## config.mk

```make
export PLATFORM = sky130hd
export DESIGN_NAME = pr_decouple_seq
export DESIGN_NICKNAME = d
export VERILOG_FILES = /design/src/rtl/pr_ctrl_pkg.sv /design/src/rtl/pr_cycle_timer.sv /design/src/rtl/pr_decouple_seq.sv
export SDC_FILE = /design/constraint.sdc
export NUM_CORES = 1
export LEC_CHECK = 0
export CAP_MARGIN = 20
export CORE_MARGIN = 4
export CORE_UTILIZATION = 25
export DETAILED_ROUTE_END_ITERATION = 10
export RECOVER_POWER = 100
export SKIP_CTS_REPAIR_TIMING = 1
export SLEW_MARGIN = 20
export SYNTH_ARGS = -nofsm -noshare
export SYNTH_HDL_FRONTEND = slang
export SYNTH_SLANG_ARGS = --single-unit
```

## constraint.sdc

```tcl
create_clock -name clk -period 2.6 [get_ports clk]
set_input_delay 0.39 -clock clk [delete_from_list [all_inputs] [get_ports clk]]
set_output_delay 0.39 -clock clk [all_outputs]
set_load 0.01 [all_outputs]
```

## src/rtl/pr_ctrl_pkg.sv

```systemverilog
// Shared types and default timing constants for the partial-reconfiguration sequencer.
package pr_ctrl_pkg;

    typedef enum logic [2:0] {
        ST_RESET_RM,
        ST_SETTLE,
        ST_IDLE,
        ST_DRAIN,
        ST_GRANT,
        ST_ERROR
    } state_t;

    localparam int DEF_DATA_W         = 16;
    localparam int DEF_DRAIN_CYCLES   = 4;
    localparam int DEF_RST_CYCLES     = 16;
    localparam int DEF_SETTLE_CYCLES  = 8;
    localparam int DEF_TIMEOUT_CYCLES = 1000000;

    // One counter serves every timed state, so size it for the longest dwell.
    function automatic int cnt_width(input int timeout_c, input int rst_c,
                                     input int settle_c, input int drain_c);
        int m;
        m = timeout_c;
        if (rst_c > m)    m = rst_c;
        if (settle_c > m) m = settle_c;
        if (drain_c > m)  m = drain_c;
        return $clog2(m + 1);
    endfunction

    localparam int DEF_CNT_W = cnt_width(DEF_TIMEOUT_CYCLES, DEF_RST_CYCLES,
                                         DEF_SETTLE_CYCLES, DEF_DRAIN_CYCLES);

endpackage

```

## src/rtl/pr_cycle_timer.sv

```systemverilog
// Loadable down-counter; expired while the count sits at zero.
module pr_cycle_timer #(
    parameter int             CNT_W   = 8,
    parameter logic [CNT_W-1:0] RST_VAL = '0
) (
    input  logic             clk,
    input  logic             rst,
    input  logic             i_load,
    input  logic [CNT_W-1:0] i_value,
    output logic             o_expired
);

    logic [CNT_W-1:0] r_count;

    always_ff @(posedge clk or posedge rst) begin
        if (rst) begin
            r_count <= RST_VAL;
        end else if (i_load) begin
            r_count <= i_value;
        end else if (r_count != '0) begin
            r_count <= r_count - CNT_W'(1);
        end
    end

    assign o_expired = (r_count == '0);

endmodule

```

## src/rtl/pr_decouple_seq.sv

```systemverilog
// Decouple/grant/reset/settle sequencer around the reconfigurable module, with
// a stuck-reconfiguration timeout and a count of successful reconfigurations.
module pr_decouple_seq
    import pr_ctrl_pkg::*;
#(
    parameter int DATA_W         = DEF_DATA_W,
    parameter int DRAIN_CYCLES   = DEF_DRAIN_CYCLES,
    parameter int RST_CYCLES     = DEF_RST_CYCLES,
    parameter int SETTLE_CYCLES  = DEF_SETTLE_CYCLES,
    parameter int TIMEOUT_CYCLES = DEF_TIMEOUT_CYCLES
) (
    input  logic              clk,
    input  logic              rst,
    input  logic [DATA_W-1:0] rm_data_in,
    output logic [DATA_W-1:0] data_out,
    input  logic              pr_req,
    output logic              pr_ack,
    input  logic              pr_done,
    input  logic              err_clr,
    output logic              decouple,
    output logic              rm_reset,
    output logic              busy,
    output logic              error,
    output logic [7:0]        reconfig_count
);

    localparam int CNT_W = cnt_width(TIMEOUT_CYCLES, RST_CYCLES, SETTLE_CYCLES, DRAIN_CYCLES);

    state_t             r_state;
    state_t             w_next;
    logic               w_load;
    logic [CNT_W-1:0]   w_load_val;
    logic               w_expired;
    logic               r_decouple, r_rm_reset, r_busy, r_error, r_pr_ack;
    logic               r_done_seen;
    logic [DATA_W-1:0]  r_data;
    logic [7:0]         r_count;

    // Dwell of N cycles: load N-1 on entry, leave on the cycle the count reads zero.
    pr_cycle_timer #(
        .CNT_W   (CNT_W),
        .RST_VAL (CNT_W'(RST_CYCLES - 1))
    ) u_timer (
        .clk       (clk),
        .rst       (rst),
        .i_load    (w_load),
        .i_value   (w_load_val),
        .o_expired (w_expired)
    );

    always_comb begin
        w_next = r_state;
        unique case (r_state)
            ST_RESET_RM: if (w_expired) w_next = ST_SETTLE;
            ST_SETTLE:   if (w_expired) w_next = ST_IDLE;
            ST_IDLE:     if (pr_req)    w_next = ST_DRAIN;
            ST_DRAIN:    if (w_expired) w_next = ST_GRANT;
            ST_GRANT: begin
                if (pr_done)        w_next = ST_RESET_RM;
                else if (w_expired) w_next = ST_ERROR;
            end
            ST_ERROR:    if (err_clr)   w_next = ST_RESET_RM;
            default:     w_next = ST_RESET_RM;
        endcase
    end

    always_comb begin
        w_load     = (w_next != r_state);
        w_load_val = '0;
        unique case (w_next)
            ST_RESET_RM: w_load_val = CNT_W'(RST_CYCLES - 1);
            ST_SETTLE:   w_load_val = CNT_W'(SETTLE_CYCLES - 1);
            ST_DRAIN:    w_load_val = CNT_W'(DRAIN_CYCLES - 1);
            ST_GRANT:    w_load_val = CNT_W'(TIMEOUT_CYCLES - 1);
            default:     w_load_val = '0;
        endcase
    end

    always_ff @(posedge clk or posedge rst) begin
        if (rst) begin
            r_state    <= ST_RESET_RM;
            r_decouple <= 1'b1;
            r_rm_reset <= 1'b1;
            r_busy     <= 1'b1;
            r_pr_ack   <= 1'b0;
            r_error    <= 1'b0;
        end else begin
            r_state    <= w_next;
            r_decouple <= (w_next != ST_IDLE);
            r_busy     <= (w_next != ST_IDLE);
            r_pr_ack   <= (w_next == ST_GRANT);
            r_rm_reset <= (w_next == ST_RESET_RM) || (w_next == ST_ERROR);
            r_error    <= (w_next == ST_ERROR);
        end
    end

    // Only a pr_done-terminated grant arms the counter; error recovery never does.
    always_ff @(posedge clk or posedge rst) begin
        if (rst) begin
            r_done_seen <= 1'b0;
            r_count     <= 8'd0;
        end else begin
            if (r_state == ST_GRANT && pr_done) begin
                r_done_seen <= 1'b1;
            end else if (r_state == ST_SETTLE && w_next == ST_IDLE) begin
                r_done_seen <= 1'b0;
                if (r_done_seen) r_count <= r_count + 8'd1;
            end
        end
    end

    always_ff @(posedge clk or posedge rst) begin
        if (rst) begin
            r_data <= '0;
        end else if (!r_decouple) begin
            r_data <= rm_data_in;
        end
    end

    assign data_out       = r_data;
    assign pr_ack         = r_pr_ack;
    assign decouple       = r_decouple;
    assign rm_reset       = r_rm_reset;
    assign busy           = r_busy;
    assign error          = r_error;
    assign reconfig_count = r_count;

endmodule

```

==> results.toml <==
[sta]
fmax_ghz = 0.412
post-route-min-period_ns = 2.43
finalSetupTns_ns = 0
hold_violations = 0
slew_headroom_pct = 42.0
slew_violations = 0
worst_pin_slew_ns = 0.868
finalCritPeriodShare_pct = 93.4
setup_viol = 0
rsz0062_at_grt = "no"
fin_worst_skew_ns = 0.0108

[floorplan]
chipHeight_um = 110
coreArea_mm2 = 0.0102
dieArea_mm2 = 0.0121
start_util_pct = 25.5
die_x_um = 110
std_cell_rows = 37
pin_count = 50

[layout]
drive_gt1_share_pct = 15.8
synthToLayoutAreaGrowth_pct = 27.7
layout_common_cells = "dfrtp_1, dlygate4sd3_1, nor2_1"
nets = 314
antenna_cells = 0
mostFrequentLayoutCell = "dfrtp_1"

[power]
ir_worst_vdd_uv = 250
switching_share_pct = 33.4
switching_power_mw = 0.746
combinationalPowerShare_pct = 26.4
pwr-share-clk_pct = 21.0
total_power_mw = 2.23
seqPwrFrac_pct = 52.6
p_per_area_mw_per_mm2 = 671
internal-power_mw = 1.49
leakagePower_nw = 1.37

[route]
drt_iter0_markers = 98
drtAntennaViolNets = 0
routed_wl_mm = 5.43
drc = 0
num_vias = 1923
drt_first_pass_iters = 4
viasPerCell = 4.50
wire_per_inst_um = 12.7

[place]
dp_hpwl_mm = 3.96
portBuffers = 49
place_congestion = 0.804

[clock_tree]
clk_latency_ns = 0.31
cts_tree = "yes"
clock-sinks = 52
numCtsBuffers = 5
path_clk_slew_ns = 0.10
max-clock-path-buffers = 2
htree_levels = 2
cts_root_buf = "clkbuf_8"

[synthesis]
synth_ff_type = "dfrtp_1"
yosysWarnings = 0
avgSynthCellArea_um2 = 11.0
syn_nets = 262
ys_seq_area_share_pct = 50.2
async_flop_share_pct = 100
syn-instance-count = 238
ys_ff_latch = 52
syn_area_mm2 = 0.00261
synth.distinct_cells = 53
synth_edf_count = 0

[critical_path]
cp.required_ns = 2.85
r2r_end = "busy$_DFF_PP1_"
worst-setup-path-type = "register to register"
r2r_cells = 6
crit_path_end_kind = "register"
crit_path_max_fanout = 10
reg2reg_from = "u_timer.r_count[5]$_DFFE_PP0P_"
cp-endpoint = "busy$_DFF_PP1_"
rrSetupSlack_ns = 0.17
start_kind = "register"
startpoint = "u_timer.r_count[5]$_DFFE_PP0P_"
cp.arrival_ns = 2.68

[global_route]
grt_first_pass_wirelength_mm = 8.83
grt_pass1_vias = 1967
track_usage_pct = 9.14
antenna_found_initial = 0
grt_overflow = 0
grt_start_max_net_pins = 30

[run_status]
status = "finished, final reports clean"

[worst_hold_path]
min_path_type = "register to register"

[run]
cap_violations = 0
power groups by stage:
stage                     registers (mW)  logic, mW  clock network (mW)
after global placement              1.19      0.593                   0
after detailed placement            1.19      0.600                   0
after CTS                           1.17      0.607               0.483
after floorplan                     1.16      0.447                   0
final                               1.17      0.590               0.470
after global routing                1.20      0.670               0.518
per-layer routing:
layer	GRT usage (%)	vias up	wire (um)
li1	-	945	-
met1	11.3	927	2540
met2	15.0	47	2560
met3	2.45	4	263
met4	3.96	0	70
met5	0	-	0
how the worst min path moves through the flow:
| stage | start | endpoint | slack (ns) | cells past startpoint |
|---|---|---|---|---|
| floorplan | r_done_seen$_DFFE_PP0P_ | r_done_seen$_DFFE_PP0P_ | 0.49 | 2 |
| finish | reconfig_count[7]$_DFFE_PP0P_ | reconfig_count[7]$_DFFE_PP0P_ | 0.48 | 1 |
| global route | reconfig_count[7]$_DFFE_PP0P_ | reconfig_count[7]$_DFFE_PP0P_ | 0.49 | 1 |
| detailed placement | reconfig_count[7]$_DFFE_PP0P_ | reconfig_count[7]$_DFFE_PP0P_ | 0.47 | 1 |
| CTS | rst | reconfig_count[3]$_DFFE_PP0P_ | 0.43 | 2 |
| global placement | reconfig_count[7]$_DFFE_PP0P_ | reconfig_count[7]$_DFFE_PP0P_ | 0.47 | 1 |
kinds of logic (layout without fill, tap and decap cells):
family                     count (synthesis)  in the layout  share of synthesized area (%)
DFF                                       52             52                           50.2
and+or+nand+nor                           83             83                           18.0
buffers and inverters                     16             69                           3.21
AOI/OAI and AO/OA                         41             41                           11.0
muxes                                     18             18                           7.73
xor gates and xnor gates                  25             25                           8.40
adders and majority gates                  3              3                           1.44
state kept, by name (all words and copies together), names as in the netlist:
name / cells
u_timer.r_count: 20
data_out: 16
reconfig_count: 8
r_state: 3
busy: 1
error: 1
pr_ack: 1
r_done_seen: 1
rm_reset: 1
worst max-delay path, stage by stage, from the launching register on:
cell,delay [ns]
dfrtp_1,0.41
or4_4,0.56
nor3_4,0.31
and3_1,0.49
nand2_2,0.11
xor2_1,0.16
or3_1,0.32
final cells by class:
cell class / count / area [um^2]
Clock buffer: 5 / 68.8
Clock inverter: 3 / 21.3
Fill cell: 1051 / 6900
Inverter: 7 / 26.3
Multi-Input combinational cell: 170 / 1210
Sequential cell: 52 / 1310
Tap cell: 136 / 170
Timing Repair Buffer: 54 / 519
per-stage QoR:
step / cell area (um^2) / cells / setup WS (ns) / utilization, % / hold WS, ns
global route: 3330 / 427 / 0.0314 / 32.5 / 0.488
finish: 3330 / 427 / 0.171 / 32.5 / 0.478
CTS: 3350 / 427 / 0.181 / 32.8 / 0.435
detailed placement: 3260 / 419 / 0.183 / 31.9 / 0.474
global placement: 3260 / 419 / 0.212 / 31.9 / 0.473
floorplan: 2610 / 238 / 0.405 / - / 0.493
synthesized netlist by cell type (all sizes together) (6+ instances only):
cell,n,area share [%]
nor3,8,2.4
dfstp,6,6.0
nand3,6,1.3
xor2,7,2.4
nor4,6,2.0
mux2,17,7.3
inv,7,1.0
xnor2,18,6.0
dfrtp,46,44
nand2,12,1.8
a21oi,13,2.5
a21boi,6,1.7
nor2,27,3.9
buf,6,1.8
Note: power is estimated with default switching activity, not from simulation.
